==> config.mk <==
export PLATFORM = sky130hd
export DESIGN_NAME = serializer_buffered_flat
export DESIGN_NICKNAME = d
export VERILOG_FILES = /design/src/rtl/serializer_buffered_pkg.sv /design/src/rtl/serializer_buffered_if.sv /design/src/rtl/serializer_buffered_fifo.sv /design/src/rtl/serializer_buffered.sv /design/src/flat_wrapper.sv
export SDC_FILE = /design/constraint.sdc
export NUM_CORES = 1
export LEC_CHECK = 0
export CORE_MARGIN = 2
export CORE_UTILIZATION = 38
export CTS_CLUSTER_SIZE = 12
export DETAILED_ROUTE_END_ITERATION = 8
export PLACE_DENSITY_LB_ADDON = 0.2
export REMOVE_ABC_BUFFERS = 1
export SYNTH_ARGS = -nofsm -noshare
export SYNTH_HDL_FRONTEND = slang
export SYNTH_SLANG_ARGS = --single-unit
==> constraint.sdc <==
create_clock -name clk_i -period 2.9 [get_ports clk_i]
set_input_delay 0.58 -clock clk_i [delete_from_list [all_inputs] [get_ports clk_i]]
set_output_delay 0.58 -clock clk_i [all_outputs]
set_load 0.01 [all_outputs]
==> src/rtl/serializer_buffered_pkg.sv <==
// rtl/serializer_buffered_pkg.sv - shared defaults and shifter state type for the buffered serializer
package serializer_pkg;

  localparam int DEF_DATA_W    = 16;
  localparam int DEF_DEPTH     = 4;
  localparam int DEF_MIN_LEN   = 3;
  localparam int DEF_MSB_FIRST = 1;

  typedef enum logic {
    ST_IDLE  = 1'b0,
    ST_SHIFT = 1'b1
  } shift_state_e;

endpackage

==> src/rtl/serializer_buffered_if.sv <==
// rtl/serializer_buffered_if.sv - parallel word input handshake into the serializer
interface serializer_buffered_if
  import serializer_pkg::*;
#(
  parameter int DATA_W = DEF_DATA_W,
  parameter int MOD_W  = $clog2(DATA_W)
);

  logic [DATA_W-1:0] data_i;
  logic [MOD_W-1:0]  data_mod_i;
  logic              data_val_i;
  logic              data_rdy_o;

  modport master (
    output data_i,
    output data_mod_i,
    output data_val_i,
    input  data_rdy_o
  );

  modport slave (
    input  data_i,
    input  data_mod_i,
    input  data_val_i,
    output data_rdy_o
  );

endinterface

==> src/rtl/serializer_buffered_fifo.sv <==
// rtl/serializer_buffered_fifo.sv - show-ahead word FIFO with registered not-full ready
module ser_word_fifo #(
  parameter int WIDTH = 8,
  parameter int DEPTH = 4
) (
  input  logic             clk_i,
  input  logic             srst_i,
  input  logic             wr_i,
  input  logic [WIDTH-1:0] wdata_i,
  input  logic             rd_i,
  output logic [WIDTH-1:0] rdata_o,
  output logic             empty_o,
  output logic             rdy_o
);

  localparam int AW = (DEPTH > 1) ? $clog2(DEPTH) : 1;
  localparam int CW = $clog2(DEPTH) + 1;

  logic [WIDTH-1:0] mem_q [DEPTH];
  logic [AW-1:0]    wr_ptr_q;
  logic [AW-1:0]    rd_ptr_q;
  logic [CW-1:0]    cnt_q;
  logic [CW-1:0]    cnt_d;
  logic             rdy_q;
  logic             do_wr;
  logic             do_rd;

  // A write into a full FIFO is legal when the head leaves in the same cycle.
  assign do_rd   = rd_i && (cnt_q != '0);
  assign do_wr   = wr_i && ((cnt_q != CW'(DEPTH)) || do_rd);
  assign cnt_d   = cnt_q + CW'(do_wr) - CW'(do_rd);
  assign rdata_o = mem_q[rd_ptr_q];
  assign empty_o = (cnt_q == '0);
  assign rdy_o   = rdy_q;

  always_ff @(posedge clk_i) begin
    if (srst_i) begin
      wr_ptr_q <= '0;
      rd_ptr_q <= '0;
      cnt_q    <= '0;
      rdy_q    <= 1'b1;
    end else begin
      if (do_wr) begin
        wr_ptr_q <= wr_ptr_q + AW'(1);
      end
      if (do_rd) begin
        rd_ptr_q <= rd_ptr_q + AW'(1);
      end
      cnt_q <= cnt_d;
      rdy_q <= (cnt_d != CW'(DEPTH));
    end
  end

  always_ff @(posedge clk_i) begin
    if (do_wr) begin
      mem_q[wr_ptr_q] <= wdata_i;
    end
  end

endmodule

==> src/rtl/serializer_buffered.sv <==
// rtl/serializer_buffered.sv - buffers parallel words with a bit length and shifts them out serially
module serializer_buffered
  import serializer_pkg::*;
#(
  parameter int DATA_W    = DEF_DATA_W,
  parameter int MOD_W     = $clog2(DATA_W),
  parameter int DEPTH     = DEF_DEPTH,
  parameter int MIN_LEN   = DEF_MIN_LEN,
  parameter int MSB_FIRST = DEF_MSB_FIRST
) (
  input  logic                  clk_i,
  input  logic                  srst_i,
  serializer_buffered_if.slave  in_if,
  output logic                  ser_data_o,
  output logic                  ser_data_val_o,
  output logic                  ser_last_o,
  output logic                  busy_o
);

  // One extra bit so a full-width burst length fits.
  localparam int LEN_W  = MOD_W + 1;
  localparam int FIFO_W = LEN_W + DATA_W;

  logic [LEN_W-1:0]  in_len;
  logic              in_legal;
  logic              fifo_wr;
  logic              fifo_rd;
  logic              fifo_empty;
  logic              fifo_rdy;
  logic [FIFO_W-1:0] fifo_rdata;
  logic [DATA_W-1:0] head_data;
  logic [LEN_W-1:0]  head_len;

  shift_state_e      state_q;
  logic [DATA_W-1:0] sh_q;
  logic [LEN_W-1:0]  cnt_q;
  logic              ser_data_q;
  logic              ser_val_q;
  logic              ser_last_q;
  logic              cur_bit;
  logic [DATA_W-1:0] sh_next;
  logic              last_bit;

  assign in_len   = (in_if.data_mod_i == '0) ? LEN_W'(DATA_W) : {1'b0, in_if.data_mod_i};
  assign in_legal = (in_len >= LEN_W'(MIN_LEN));
  // Too-short words are still handshaken so the source never stalls on them.
  assign fifo_wr  = !srst_i && in_if.data_val_i && fifo_rdy && in_legal;

  assign last_bit = (state_q == ST_SHIFT) && (cnt_q == LEN_W'(1));
  assign fifo_rd  = !srst_i && !fifo_empty && ((state_q == ST_IDLE) || last_bit);

  assign head_len  = fifo_rdata[FIFO_W-1 -: LEN_W];
  assign head_data = fifo_rdata[DATA_W-1:0];

  assign cur_bit = (MSB_FIRST != 0) ? sh_q[DATA_W-1] : sh_q[0];
  assign sh_next = (MSB_FIRST != 0) ? {sh_q[DATA_W-2:0], 1'b0} : {1'b0, sh_q[DATA_W-1:1]};

  ser_word_fifo #(
    .WIDTH (FIFO_W),
    .DEPTH (DEPTH)
  ) u_fifo (
    .clk_i   (clk_i),
    .srst_i  (srst_i),
    .wr_i    (fifo_wr),
    .wdata_i ({in_len, in_if.data_i}),
    .rd_i    (fifo_rd),
    .rdata_o (fifo_rdata),
    .empty_o (fifo_empty),
    .rdy_o   (fifo_rdy)
  );

  always_ff @(posedge clk_i) begin
    if (srst_i) begin
      state_q    <= ST_IDLE;
      sh_q       <= '0;
      cnt_q      <= '0;
      ser_data_q <= 1'b0;
      ser_val_q  <= 1'b0;
      ser_last_q <= 1'b0;
    end else begin
      case (state_q)
        ST_IDLE: begin
          ser_data_q <= 1'b0;
          ser_val_q  <= 1'b0;
          ser_last_q <= 1'b0;
          if (!fifo_empty) begin
            sh_q    <= head_data;
            cnt_q   <= head_len;
            state_q <= ST_SHIFT;
          end
        end
        ST_SHIFT: begin
          ser_data_q <= cur_bit;
          ser_val_q  <= 1'b1;
          ser_last_q <= last_bit;
          // Reloading on the final bit keeps consecutive bursts gap-free.
          if (last_bit) begin
            if (!fifo_empty) begin
              sh_q  <= head_data;
              cnt_q <= head_len;
            end else begin
              cnt_q   <= '0;
              state_q <= ST_IDLE;
            end
          end else begin
            sh_q  <= sh_next;
            cnt_q <= cnt_q - LEN_W'(1);
          end
        end
        default: state_q <= ST_IDLE;
      endcase
    end
  end

  assign in_if.data_rdy_o = fifo_rdy;
  assign ser_data_o       = ser_data_q;
  assign ser_data_val_o   = ser_val_q;
  assign ser_last_o       = ser_last_q;
  assign busy_o           = !fifo_empty || (state_q == ST_SHIFT) || ser_val_q;

endmodule

==> src/flat_wrapper.sv <==
// flat-port wrapper written by rule: the top's interface ports become plain ports
module serializer_buffered_flat import serializer_pkg::*;
#(
  parameter int DATA_W    = DEF_DATA_W,
  parameter int MOD_W     = $clog2(DATA_W),
  parameter int DEPTH     = DEF_DEPTH,
  parameter int MIN_LEN   = DEF_MIN_LEN,
  parameter int MSB_FIRST = DEF_MSB_FIRST
)
  (clk_i, srst_i, ser_data_o, ser_data_val_o, ser_last_o, busy_o, in_if_data_i, in_if_data_mod_i, in_if_data_val_i, in_if_data_rdy_o);
  serializer_buffered_if #(.DATA_W(DATA_W), .MOD_W(MOD_W)) in_if_i ();
  input  logic clk_i;
  input  logic srst_i;
  output logic ser_data_o;
  output logic ser_data_val_o;
  output logic ser_last_o;
  output logic busy_o;
  input wire logic [$bits(in_if_i.data_i)-1:0] in_if_data_i;
  input wire logic [$bits(in_if_i.data_mod_i)-1:0] in_if_data_mod_i;
  input wire logic [$bits(in_if_i.data_val_i)-1:0] in_if_data_val_i;
  output wire logic [$bits(in_if_i.data_rdy_o)-1:0] in_if_data_rdy_o;
  assign in_if_i.data_i = in_if_data_i;
  assign in_if_i.data_mod_i = in_if_data_mod_i;
  assign in_if_i.data_val_i = in_if_data_val_i;
  assign in_if_data_rdy_o = in_if_i.data_rdy_o;
  serializer_buffered #(.DATA_W(DATA_W), .MOD_W(MOD_W), .DEPTH(DEPTH), .MIN_LEN(MIN_LEN), .MSB_FIRST(MSB_FIRST)) u_core (.clk_i(clk_i), .srst_i(srst_i), .in_if(in_if_i), .ser_data_o(ser_data_o), .ser_data_val_o(ser_data_val_o), .ser_last_o(ser_last_o), .busy_o(busy_o));
endmodule
* After elaboration in Yosys (flattened, before gate mapping)
Memory sizes are Yosys's and may differ from the RTL's. A register that Yosys moved wholly into a read port is not among the register bits.
Cells that the tools add are included.
** Storage, ports and cells
- Register bits after elaboration :: 33
- RAM bits :: 84
- Input bits :: 23
- Output and inout port bits :: 5
- Word-level logic and storage cells :: 57
- Memories kept :: 1
** Memory list
- u_core.u_fifo.mem_q :: depth 4, bits a word 21, read ports 1, clocked after Yosys merged registers in 1, wr ports 1, RTL line serializer_buffered_fifo.sv:19 : logic [WIDTH-1:0] mem_q [DEPTH];
** Cells by class
- Add/sub/neg operators :: 5
- $lt $le $gt $ge :: 1
- Equal/unequal tests :: 4
- Muxes and demuxes :: 18
- Bitwise logic cells :: 1
- Reductions and logical operators :: 17
** Operators with widths (number)
- 16-bit 2-to-1 mux :: 2
- 16-bit case mux with 2 select lines :: 1
- 5-bit 2-to-1 mux :: 4
- 5-bit case mux with 2 select lines :: 1
- 1-bit logical AND :: 8
- 1-bit case mux with 2 select lines :: 4
- 3-bit inequality test (second input constant) :: 2
- 5-bit by 1-bit equality test with 1-bit output (second input constant) :: 1
- 5-bit by 2-bit >= comparator with 1-bit output (second input constant) :: 1
- 5-bit by 1-bit subtractor with 5-bit output (second input constant) :: 1
- 2-bit by 1-bit adder with 2-bit output (second input constant) :: 2
- 4-bit logical NOT :: 1
- 1-bit logical OR :: 4
- 1-bit 2-to-1 mux :: 4
- 2-bit 2-to-1 mux :: 2
- 3-bit by 1-bit adder with 3-bit output :: 1
- 3-bit logical NOT :: 1
- 3-bit nonzero test :: 1
- 3-bit by 1-bit subtractor with 3-bit output :: 1
- 1-bit logical NOT :: 2
- 2-bit inequality test (second input constant) :: 1
- 1-bit NOT :: 1

* Depth between registers and ports, before layout
- Depth in word-level cells :: 10
- Depth in mapped cells :: 14
- Mapped depth without buffers :: 11

* By module
From an unflattened synthesis, not the netlist that was laid out.
** Second synthesis, totals
- Cell total of the unflattened synthesis :: 302
- Area, all modules :: 4802.1 um2
** By module, submodules not included
- ser_word_fifo :: instances 1, cells each 161, area each 3519.6 um2, sequential area each 2722.6 um2
- serializer_buffered :: instances 1, cells each 141, area each 1282.5 um2, sequential area each 500.5 um2

* Worst setup path after synthesis
OpenSTA, ideal clock, no wires.
- Path type :: register to register
- Start point :: reg u_core.cnt_q[1]
- End point :: reg u_core.u_fifo.rdy_q (netlist: u_core.u_fifo.rdy_o)
- Setup time :: 0.117 ns
- Arrival time :: 2.495 ns
- Data required time :: 2.783 ns
- Setup slack :: 0.287 ns
- Stages on the path, launching flop included :: 15
- Buffers on the path :: 3
- Period minus slack after synthesis :: 2.613 ns
- Cell sequence :: dfxtp_1 -> inv_1 -> ha_1 -> or4b_4 -> buf_6 -> and2_4 -> buf_6 -> buf_6 -> o21ai_2 -> o32ai_2 -> ha_1 -> fa_1 -> xnor2_1 -> nor2_1 -> nand2_1
** Between the ends
- Cells in the longest elaborated chain, start to end :: 10
** RTL lines
- from (decl) :: RTL line serializer_buffered.sv:36 : logic [LEN_W-1:0] cnt_q;
- from (signal assigned) :: RTL line serializer_buffered.sv:88 : cnt_q <= head_len;
- from (signal assigned) :: RTL line serializer_buffered.sv:100 : cnt_q <= head_len;
- from (signal assigned) :: RTL line serializer_buffered.sv:107 : cnt_q <= cnt_q - LEN_W'(1);
- 5-bit by 1-bit equality test with 1-bit output (*) :: RTL line serializer_buffered.sv:49 : assign last_bit = (state_q == ST_SHIFT) && (cnt_q == LEN_W'(1));
- 1-bit logical AND (*) :: RTL line serializer_buffered.sv:49
- 1-bit logical OR (*) :: RTL line serializer_buffered.sv:50 : assign fifo_rd = !srst_i && !fifo_empty && ((state_q == ST_IDLE) || last_bit);
- 1-bit logical AND (*) :: RTL line serializer_buffered.sv:50
- 1-bit logical AND (*) :: RTL line serializer_buffered_fifo.sv:29 : assign do_rd = rd_i && (cnt_q != '0);
- 1-bit logical OR :: RTL line serializer_buffered_fifo.sv:30 : assign do_wr = wr_i && ((cnt_q != CW'(DEPTH)) || do_rd);
- 1-bit logical AND :: RTL line serializer_buffered_fifo.sv:30
- 3-bit by 1-bit adder with 3-bit output :: RTL line serializer_buffered_fifo.sv:31 : assign cnt_d = cnt_q + CW'(do_wr) - CW'(do_rd);
- 3-bit by 1-bit subtractor with 3-bit output (*) :: RTL line serializer_buffered_fifo.sv:31
- 3-bit inequality test (*) :: RTL line serializer_buffered_fifo.sv:50 : rdy_q <= (cnt_d != CW'(DEPTH));
- to (signal assigned) :: RTL line serializer_buffered_fifo.sv:50
- to (decl) :: RTL line serializer_buffered_fifo.sv:24 : logic rdy_q;
Mark *: on every way between the ends. The rest lies on a longest branch, timed or not.
A chain may end at the register's enable or synchronous reset.

* Worst setup path after layout
- Start point :: reg u_core.u_fifo.cnt_q[2]
- End point :: out busy_o
** Between the ends
- Cells in the longest elaborated chain, start to end :: 4
** RTL lines
- from (decl) :: RTL line serializer_buffered_fifo.sv:22 : logic [CW-1:0] cnt_q;
- from (signal assigned) :: RTL line serializer_buffered_fifo.sv:49 : cnt_q <= cnt_d;
- 3-bit logical NOT :: RTL line serializer_buffered_fifo.sv:33 : assign empty_o = (cnt_q == '0);
- 1-bit logical NOT :: RTL line serializer_buffered.sv:119 : assign busy_o = !fifo_empty || (state_q == ST_SHIFT) || ser_val_q;
- 1-bit logical OR (2 in a row) :: RTL line serializer_buffered.sv:119
- to (decl) :: RTL line flat_wrapper.sv:17 : output logic busy_o;
Every way passes these cells.

==> impl_metrics.env <==
export IMPL_outcome="completed"
export IMPL_combPwrFrac=0.263
export IMPL_p_switching_mw=1.568
export IMPL_max_clock_freq_ghz=0.3835
export IMPL_peakVddDrop_mv=0.4737
export IMPL_rsz0062_at_grt="false"
export IMPL_slew_violations=0
export IMPL_wire_per_inst_um=16.30
export IMPL_crit_type="register to output pin"
export IMPL_arrival_ps=2030
export IMPL_min_period_over_period=0.8992
export IMPL_worstPathRequired_ps=2320
export IMPL_remaining_drc_errors=0
export IMPL_syn_area_um2=4738
export IMPL_vias=2655
export IMPL_worstSkewPairLatency_ps=410
export IMPL_power_frac_clock=0.339
export IMPL_total_power_mw=5.434
export IMPL_dpl_cell_count=502
export IMPL_layout_drive_gt1_share=0.1913
export IMPL_crit_fanout=4
export IMPL_cp_start_kind="register"
export IMPL_cts_hold_buffers=0
export IMPL_finalCriticalPeriod_ps=2608
export IMPL_switching_share=0.2886
export IMPL_yosysSeqAreaShare=0.6802
export IMPL_cts_buffers_inserted=17
export IMPL_nets=384
export IMPL_drt_iter0_markers=148
export IMPL_hp_class="register to register"
export IMPL_drv_cap=0
export IMPL_num_fill_cells=1098
export IMPL_setup_viol=0
export IMPL_viasPerCell=4.972
export IMPL_multi_input_comb_area_um2=1371
export IMPL_grt_max_degree=25
export IMPL_dp_hpwl_um=5381
export IMPL_yosys_warnings=0
export IMPL_p_int_mw=3.866
export IMPL_cts_buffer_depth=2
export IMPL_hold_slack_ps=503.6
export IMPL_power_leakage_nw=1.971
export IMPL_ant_nets=0
export IMPL_pwr_share_seq=0.397
export IMPL_grt_usage=0.1489
export IMPL_gp_congestion=0.7403
export IMPL_dieArea_um2=13380
export IMPL_post_cts_buffers=0
export IMPL_grt_pass1_wl_um=14390
export IMPL_synth_edf_count=84
export IMPL_io_buffers=27
export IMPL_syn2layout_area_growth_pct=22.58
export IMPL_post_cts_resized=0
export IMPL_synth_flop_cell="edfxtp_1"
export IMPL_cts_root_buf="clkbuf_16"
export IMPL_ff_latch_area_um2=3223
export IMPL_rows=40
export IMPL_initial_core_util=0.3912
export IMPL_synth_distinct_cells=40
export IMPL_synthArstFlopShare=0
export IMPL_finalHoldViolations=0
export IMPL_io_pins=28
export IMPL_diodes=0
export IMPL_cts_htree_levels=4
export IMPL_netlist_instances=312
export IMPL_die_w_um=115.7
export IMPL_firstDrtPassIters=6
export IMPL_worst_slew_pin_slew_ps=634.3
export IMPL_die_h_um=115.7
export IMPL_synth_seq_cells=119
export IMPL_cts_clk_slew_worst_paths_ps=50
export IMPL_grt_overflow=0
export IMPL_worst_clock_skew_ps=6.121
export IMPL_core_area_um2=12110
export IMPL_final_cell_count_no_fill=534
export IMPL_cts_sinks=119
export IMPL_grt_pass1_vias=2636
export IMPL_syn_area_per_cell_um2=15.19
export IMPL_grt_antenna_before_repair=0
export IMPL_drt_wl_total_um=8706
export IMPL_tns_ps=0
export IMPL_slew_headroom=0.5766
export IMPL_cts_tree="done"
export IMPL_power_density_nw_per_um2=935.6
export IMPL_endpoint_kind="output pin"
==> cells in the mapped netlist, types with 3 or more instances <==
library cell,count,area [um2]
edfxtp_1,84,2522
dfxtp_1,35,700.7
nor2_1,23,86.33
a21oi_1,21,105.1
mux4_2,21,473.0
nand2_1,20,75.07
a211oi_1,18,135.1
clkbuf_1,13,48.80
ha_1,7,87.58
inv_1,7,26.28
and3_1,6,37.54
nor2b_1,5,31.28
xnor2_1,5,43.79
nor3_1,4,20.02
o21ai_0,4,20.02
buf_4,3,22.52
buf_6,3,33.78
nand3_1,3,15.01
==> path summary, 6_finish.rpt <==
| check | from | end | slack (ps) | depth (start not counted) |
|---|---|---|---|---|
| setup / recovery | u_core.u_fifo.cnt_q[2] | busy_o | 290 | 3 |
| hold / removal | u_core.sh_q[10] | u_core.sh_q[11] | 500 | 2 |
| hold reg to reg | u_core.sh_q[10] | u_core.sh_q[11] | 500 | 2 |
| setup reg to reg | u_core.cnt_q[1] | u_core.u_fifo.rdy_o | 310 | 11 |
==> placed cells by master (no fill, tap or decap), drive strengths merged, types with 2 or more instances in the layout <==
master         netlist  routed
nor3b                2       2
clkdlybuf4s50        0      27
or3                  2       2
nor2b                5       5
clkinv               0       6
and2                 3       3
clkbuf              13      25
nand3                3       3
dfxtp               35      35
edfxtp              84      84
nor2                23      23
a21oi               21      21
o22ai                2       2
xor2                 2       2
a211oi              20      20
inv                  7       7
buf                 10      18
o21ai                6       6
mux4                21      21
nand2               21      21
nor3                 4       4
and3                 6       6
xnor2                5       5
ha                   7       7
==> metal layers <==
layer	up-vias	track usage	wire, um	share of wire
li1	1272	-	-	-
met1	1335	0.1913	3984	0.46
met2	37	0.2265	4266	0.49
met3	11	0.05596	300	0.034
met4	0	0.06667	155	0.018
met5	-	0	0	0
==> kinds of logic (layout without fill, tap and decap cells) <==
| group | count (synthesis) | after routing | synth area share |
|---|---|---|---|
| AND/OR/NAND/NOR | 72 | 72 | 0.07341 |
| buffers and inverters | 30 | 84 | 0.03142 |
| multiplexers | 22 | 22 | 0.1019 |
| XOR/XNOR | 7 | 7 | 0.01294 |
| flip-flops | 119 | 119 | 0.6802 |
| AO/OA/AOI/OAI | 54 | 54 | 0.07737 |
| adder cells (fa/ha/maj) | 8 | 8 | 0.02271 |
==> layout make-up <==
type                       count  share of cell area
multi-input combinational    163              0.2361
clock inverter                 7            0.009694
timing repair buffer          45             0.07841
clock buffer                  25             0.08014
tap                          168             0.03619
inverter                       7            0.004524
sequential                   119              0.5549
==> per-stage QoR <==
step,worst slack (ps),util,area (um2)
3_5_place_dp,18.45,0.4365,5286
2_1_floorplan,442.9,-,4616
6_report,292.3,0.4795,5808
4_1_cts,230.4,0.4795,5808
3_3_place_gp,60.15,0.4365,5286
5_1_grt,154.0,0.4795,5808
==> power by group through the flow <==
stage	logic (mW)	registers, mW	clock network (mW)
after detailed placement	1.46	2.19	0
final	1.43	2.16	1.84
after global placement	1.45	2.19	0
after global routing	1.62	2.18	1.98
after CTS	1.47	2.16	1.89
after floorplan	0.948	2.20	0
==> flip-flops by register name (all words and copies together) (netlist names), named ones only <==
signal,cells
u_core.ser_last_o,1
u_core.cnt_q,5
u_core.u_fifo.wr_ptr_q,2
u_core.state_q,1
u_core.u_fifo.mem_q,84
u_core.u_fifo.rdy_o,1
u_core.ser_data_o,1
u_core.u_fifo.rd_ptr_q,2
u_core.u_fifo.cnt_q,3
u_core.sh_q,16
u_core.ser_data_val_o,1
==> critical path, cell delays in order, from the launching register on <==
cell,delay [ps]
dfxtp_1,340
or3_1,470
or3_1,330
clkdlybuf4s50_1,480
Note: power is estimated with default switching activity, not from simulation.
